==> config.mk <==
export PLATFORM = sky130hd
export DESIGN_NAME = dmem_responder
export DESIGN_NICKNAME = d
export VERILOG_FILES = /design/src/rtl/dmem_responder.sv
export SDC_FILE = /design/constraint.sdc
export NUM_CORES = 2
export LEC_CHECK = 0
export CAP_MARGIN = 15
export CORE_ASPECT_RATIO = 0.5
export CORE_MARGIN = 2
export CORE_UTILIZATION = 32
export CTS_BUF_LIST = sky130_fd_sc_hd__clkbuf_4 sky130_fd_sc_hd__clkbuf_8 sky130_fd_sc_hd__clkbuf_16
export DETAILED_ROUTE_END_ITERATION = 6
export SLEW_MARGIN = 20
export SYNTH_ARGS = -nofsm -noshare
export SYNTH_HDL_FRONTEND = slang
export SYNTH_SLANG_ARGS = --single-unit
==> constraint.sdc <==
create_clock -name Clock -period 5.35 [get_ports Clock]
set_clock_uncertainty 0.15 [all_clocks]
set_input_delay 1.3375 -clock Clock [delete_from_list [all_inputs] [get_ports Clock]]
set_output_delay 1.3375 -clock Clock [all_outputs]
set_load 0.01 [all_outputs]
==> src/rtl/dmem_responder.sv <==
// Multi-cycle data-memory responder for the MEM stage: one access at a time,
// LATENCY wait states, combinational stall, registered ack/rdata. Optional DMEM_PERF_CNT_EN adds stall_cnt.
module dmem_responder #(
    parameter int ADDR_W  = 5,
    parameter int DEPTH   = 32,
    parameter int LATENCY = 2
) (
    input  logic              Clock,
    input  logic              Resetn,
    input  logic              req,
    input  logic              we,
    input  logic [ADDR_W-1:0] addr,
    input  logic [31:0]       wdata,
    output logic [31:0]       rdata,
    output logic              ack,
    output logic              stall,
    output logic [1:0]        state_dbg
`ifdef DMEM_PERF_CNT_EN
    ,
    output logic [31:0]       stall_cnt
`endif
);

    // Handshake: the MEM stage holds req/we/addr/wdata until ack; stall is the
    // inverse of ready and the request is taken on the IDLE edge where req=1.
    typedef enum logic [1:0] {
        S_IDLE = 2'd0,
        S_WAIT = 2'd1,
        S_RESP = 2'd2
    } state_t;

    localparam logic [3:0] LAT_M1 = (LATENCY > 0) ? 4'(LATENCY - 1) : 4'd0;

    state_t              state, next_state;
    logic [3:0]          wait_cnt;
    logic                we_q;
    logic [ADDR_W-1:0]   addr_q;
    logic [31:0]         wdata_q;
    logic [31:0]         mem [DEPTH];

    logic                accept;
    logic                commit;
    logic                eff_we;
    logic [ADDR_W-1:0]   eff_addr;
    logic [31:0]         eff_wdata;

    always_comb begin
        next_state = state;
        stall      = 1'b0;
        accept     = 1'b0;
        case (state)
            S_IDLE: begin
                if (req) begin
                    stall      = 1'b1;
                    accept     = 1'b1;
                    next_state = (LATENCY == 0) ? S_RESP : S_WAIT;
                end
            end
            S_WAIT: begin
                stall = 1'b1;
                if (wait_cnt == 4'd0) begin
                    next_state = S_RESP;
                end
            end
            S_RESP: next_state = S_IDLE;
            default: next_state = S_IDLE;
        endcase
    end

    // With zero latency the commit happens on the accepting edge, before the
    // latched copies exist, so the live inputs are used in IDLE.
    always_comb begin
        commit    = (next_state == S_RESP);
        eff_we    = (state == S_IDLE) ? we    : we_q;
        eff_addr  = (state == S_IDLE) ? addr  : addr_q;
        eff_wdata = (state == S_IDLE) ? wdata : wdata_q;
    end

    always_ff @(posedge Clock) begin
        if (!Resetn) begin
            state    <= S_IDLE;
            wait_cnt <= 4'd0;
            ack      <= 1'b0;
            rdata    <= 32'd0;
            we_q     <= 1'b0;
            addr_q   <= '0;
            wdata_q  <= 32'd0;
            for (int i = 0; i < DEPTH; i++) begin
                mem[i] <= 32'd0;
            end
        end else begin
            state <= next_state;
            ack   <= commit;
            if (accept) begin
                we_q     <= we;
                addr_q   <= addr;
                wdata_q  <= wdata;
                wait_cnt <= LAT_M1;
            end else if (state == S_WAIT && wait_cnt != 4'd0) begin
                wait_cnt <= wait_cnt - 4'd1;
            end
            if (commit) begin
                if (eff_we) begin
                    mem[eff_addr] <= eff_wdata;
                end else begin
                    rdata <= mem[eff_addr];
                end
            end
        end
    end

    assign state_dbg = state;

`ifdef DMEM_PERF_CNT_EN
    always_ff @(posedge Clock) begin
        if (!Resetn) begin
            stall_cnt <= 32'd0;
        end else if (stall && stall_cnt != 32'hFFFF_FFFF) begin
            stall_cnt <= stall_cnt + 32'd1;
        end
    end
`endif

endmodule

# ---- Yosys cells after proc, flatten, opt, wreduce, memory -nomap -nowiden
# Memory sizes are Yosys's and may differ from the RTL's. A register that Yosys moved wholly into a read port is not among the register bits.
# Index checks and enable logic that the tools add are counted.
dict set report totals {
  regBits 45
  ramBits 1024
  word_cells 41
  mem_count 1
}
dict set report classes {
  add_sub_neg 1
  eq_ne 2
  muxes 19
  bitwise 2
  reduce_logical 9
}
# memory depth word_bits read_ports rd_ports_with_merged_regs write_ports line_no
set mem_list {}
lappend mem_list {mem 32 32 1 1 32 39} ;# logic [31:0] mem [DEPTH];
# op n
set ops {}
lappend ops {{32-bit 2-to-1 mux} 2}
lappend ops {{32-bit OR reduction} 1}
lappend ops {{1-bit 2-to-1 mux} 11}
lappend ops {{5-bit 2-to-1 mux} 2}
lappend ops {{4-bit zero test} 1}
lappend ops {{2-bit 2-to-1 mux} 2}
lappend ops {{2-bit case mux with 2 select lines} 1}
lappend ops {{4-bit nonzero test} 1}
lappend ops {{4-bit by 1-bit subtractor with 4-bit output, second input constant} 1}
lappend ops {{2-bit by 1-bit == test with 1-bit output, second input constant} 1}
lappend ops {{2-bit == test, second input constant} 1}
lappend ops {{2-bit zero test} 1}
lappend ops {{1-bit inverter} 2}
lappend ops {{1-bit case mux with 2 select lines} 1}
lappend ops {{2-bit AND reduction} 1}
lappend ops {{2-bit nonzero test} 1}
lappend ops {{2-bit OR reduction} 1}
lappend ops {{1-bit logical AND} 1}
lappend ops {{1-bit zero test} 1}

# ---- Depth between registers and ports, before layout
dict set report logic_depth {
  depth_word 9
  depth_mapped 9
  ltp_nobuf 7
}

# ---- Worst setup path before layout
# Ideal clock, no wire load.
dict set report synth_timing {
  path_kind {in2reg}
  start {input port addr[1]}
  end {memory mem[9][0], enable pin}
  arrival_ps 3401
  t_required_ps 4811
  setup_slack_ps 1410
  path_stages 7
  n_path_buf 2
  cell_sequence {or4b_1 o21ai_2 and3_1 buf_2 nand3_1 clkbuf_1 nand2_1}
}
# item line_no
set synth_lines {}
lappend synth_lines {{from (decl)} 12} ;# input logic [ADDR_W-1:0] addr,
lappend synth_lines {{to (decl)} 39}

# ---- Final worst setup path
dict set report layout_timing {
  start {input port addr[4]}
  end {register rdata[26] (read register of mem)}
}
dict set report layout_between {
  elab_chain_len 1
}
# item line_no
set layout_rtl {}
lappend layout_rtl {{5-bit 2-to-1 mux} 75} ;# eff_addr = (state == S_IDLE) ? addr : addr_q;
lappend layout_rtl {{to (decl)} 14} ;# output logic [31:0] rdata,
# Every way passes these cells.
# A chain may end at the register's enable or synchronous reset.

==> results.toml <==
[status]
outcome = "complete, no violations"

[clock_tree]
cts.sinks = 1101
ctsHoldBuffers = 0
htree_levels = 3
worstSkewPairLatency_ns = 0.68
postCtsSetupRepairBufs = 0
clk_pin_slew_ns = 0.07
ctsLongestPathBuffers = 3
root_buffer = "clkbuf_16"
ctsResizeCount = 0
cts_tree = "built"
cts-buffers-inserted = 108

[drt]
totalWireLength_microns = 145000
drtIter0Drc = 4313
vias = 31600
vias_per_cell = 5.60
drc_errors = 0
drt_pre_antenna_iters = 6
ant_nets = 0
wire_per_inst_microns = 25.6

[sta]
hold_violations = 0
slew_violations = 0
finalWorstSetupSlack_ns = 1.31
hold_slack_ns = 0.332
finalCriticalPeriod_ns = 4.04
rsz0062_at_grt = "false"
setup_viol = 0
fin_crit_sh = 0.755
timing.fmax_mhz = 248
tightest_slew_ns = 1.08
slew_headroom = 0.267
setup_tns_ns = 0

[synth]
synth-warning-count = 0
synth_ff_type = "edfxtp_1"
yosysMostFrequentCell = "nor2_1"
synth.distinct_cells = 41
synth_top_area_share = 0.677
synthTopCellsByArea = "edfxtp_1 (68%), nor2_1 (8.8%), a22oi_1 (8.5%)"
synth_top_family_by_area = "compound AO/OA/AOI/OAI gates"
synth_compound_area_frac = 0.129
syn_area_sq_um = 45400
synth_simple_gate_area_frac = 0.115
synth_edf_count = 1024
yosysTopAreaCell = "edfxtp_1"
avgSynthCellArea_sq_um = 12.2
ys_seq_area_frac = 0.711
synth_seq_cells = 1101
synthCells = 3710
synthesis.nets = 3752
synthAdderAreaFrac = 0.000276
synth_common_cells = "nor2_1 (1069), edfxtp_1 (1024), a22oi_1 (512)"
synth_mux_area_frac = 0.00752
ys_async_sr_fraction = 0
synth_xor_area_frac = 0.000579

[floorplanning]
io_pins = 77
fp-row-count = 97
initial_utilization = 0.323
chipHeight_microns = 270
core_region_area_sq_um = 140000
die_w_microns = 537
die-area_sq_um = 145000

[global_routing]
grt_use_total = 0.196
grt_overflow = 0
grt_pass1_vias = 30900
antenna_found_initial = 1
grt_max_degree = 142
grt_pass1_wl_microns = 212000

[worst_setup_path]
crit_fanout = 17
crit_type = "input pin to flop"
worstPathRequired_ns = 5.72
cp_cell_sequence = "clkdlybuf4s50_1 -> nor4_1 -> a21oi_1 -> nand2b_2 -> buf_4 -> a21oi_1 -> nor4_1 -> a31oi_1"
critPathArrivalTime_ns = 4.41
start_kind = "input pin"
slowest_delay_ns = 0.91
cp_slowest_cell = "nor4_1"
cp-end-kind = "flop"

[final_layout]
drive_gt1_frac = 0.113
syn_to_final_growth_pct = 16.9
antenna-diode-count = 0
final_nets = 3716

[power_and_ir_drop]
leakagePower_uw = 0.0175
peakVddDrop_uv = 244
power_density_nw_per_um2 = 375

[placed_design]
place.gp.congestion = 0.831
port_buffers = 76
dp_slack_ns = 0.652
hpwl_microns = 83300

[run]
maxCapViolations = 0

[min_path]
hold_class = "flop to flop"
per-stage QoR:
step	power (uW)	area, sq um	utilization	instances
after floorplan	11100	45400	-	3710
after global placement	12000	48700	0.347	5419
after detailed placement	12200	49300	0.351	5440
after CTS	19900	52900	0.377	5641
after global routing	20400	53100	0.378	5646
final	19900	53100	0.378	5646
power breakdown:
part           internal [uW]  switching (uW)
clock network           4560            3310
logic                    646            1560
registers               9690             132
total                  14900            5000
cell families (layout without fill, tap and decap cells):
group / Yosys count / in the layout
simple gates: 1318 / 1318
fa+ha+maj: 1 / 1
flops: 1101 / 1101
xor+xnor: 3 / 3
compound gates: 884 / 884
mux: 34 / 34
buf+inv: 369 / 424
layout make-up:
type	count	area [sq um]
inverters	2	7.51
clock buffers	141	3060
multi-input cells	2240	12000
repair buffers	221	2740
well taps	1881	2350
clock inverters	60	597
fillers	13300	87400
flip-flops and latches	1101	32300
sequential cells by signal, indices dropped and copies added (netlist names):
| name | cells |
|---|---|
| we_q | 1 |
| wait_cnt | 4 |
| rdata | 32 |
| mem | 1024 |
| ack | 1 |
| addr_q | 5 |
| wdata_q | 32 |
| state_dbg | 2 |
routing by layer:
layer | track usage | vias up | part of all wire
met5 | 0 | - | 0
met4 | 0.0733 | 0 | 0.042
met3 | 0.0277 | 299 | 0.10
met2 | 0.314 | 1974 | 0.46
met1 | 0.270 | 15900 | 0.39
li1 | - | 13500 | -
cells in the final DEF, fill, tap and decap left out, types with 5 or more instances in the layout:
cell type / netlist / final
nor2_1: 1069 / 1068
edfxtp_1: 1024 / 1024
a22oi_1: 512 / 512
a21oi_1: 257 / 257
clkbuf_16: 0 / 113
nand2_1: 143 / 110
buf_4: 27 / 84
dfxtp_1: 77 / 77
clkdlybuf4s50_1: 0 / 75
nand2_2: 9 / 42
a21boi_0: 39 / 39
buf_12: 0 / 36
o21ai_0: 34 / 34
nor3_1: 33 / 33
a31oi_1: 32 / 32
mux2i_4: 0 / 31
nor4_1: 33 / 29
clkinv_2: 0 / 25
clkbuf_4: 0 / 22
buf_16: 0 / 19
clkinv_1: 0 / 14
bufinv_16: 0 / 11
clkbuf_8: 0 / 7
and3_1: 6 / 6
buf_8: 0 / 6
clkinvlp_4: 0 / 5
worst max-delay path: cells and delay by family:
family / cells / cell delay, ns
and+or+nand+nor: 3 / 1.38
buffers and inverters: 2 / 0.88
AOI/OAI and AO/OA: 3 / 0.80
worst paths after layout:
| kind | from | endpoint | slack, ns | cells past startpoint |
|---|---|---|---|---|
| hold / removal | addr_q[2] | addr_q[2] | 0.33 | 2 |
| hold reg to reg | addr_q[2] | addr_q[2] | 0.33 | 2 |
| setup / recovery | addr[4] | rdata[26] | 1.31 | 8 |
| setup reg to reg | state_dbg[1] | rdata[26] | 1.71 | 7 |
Power figures use the tool's default switching activity.
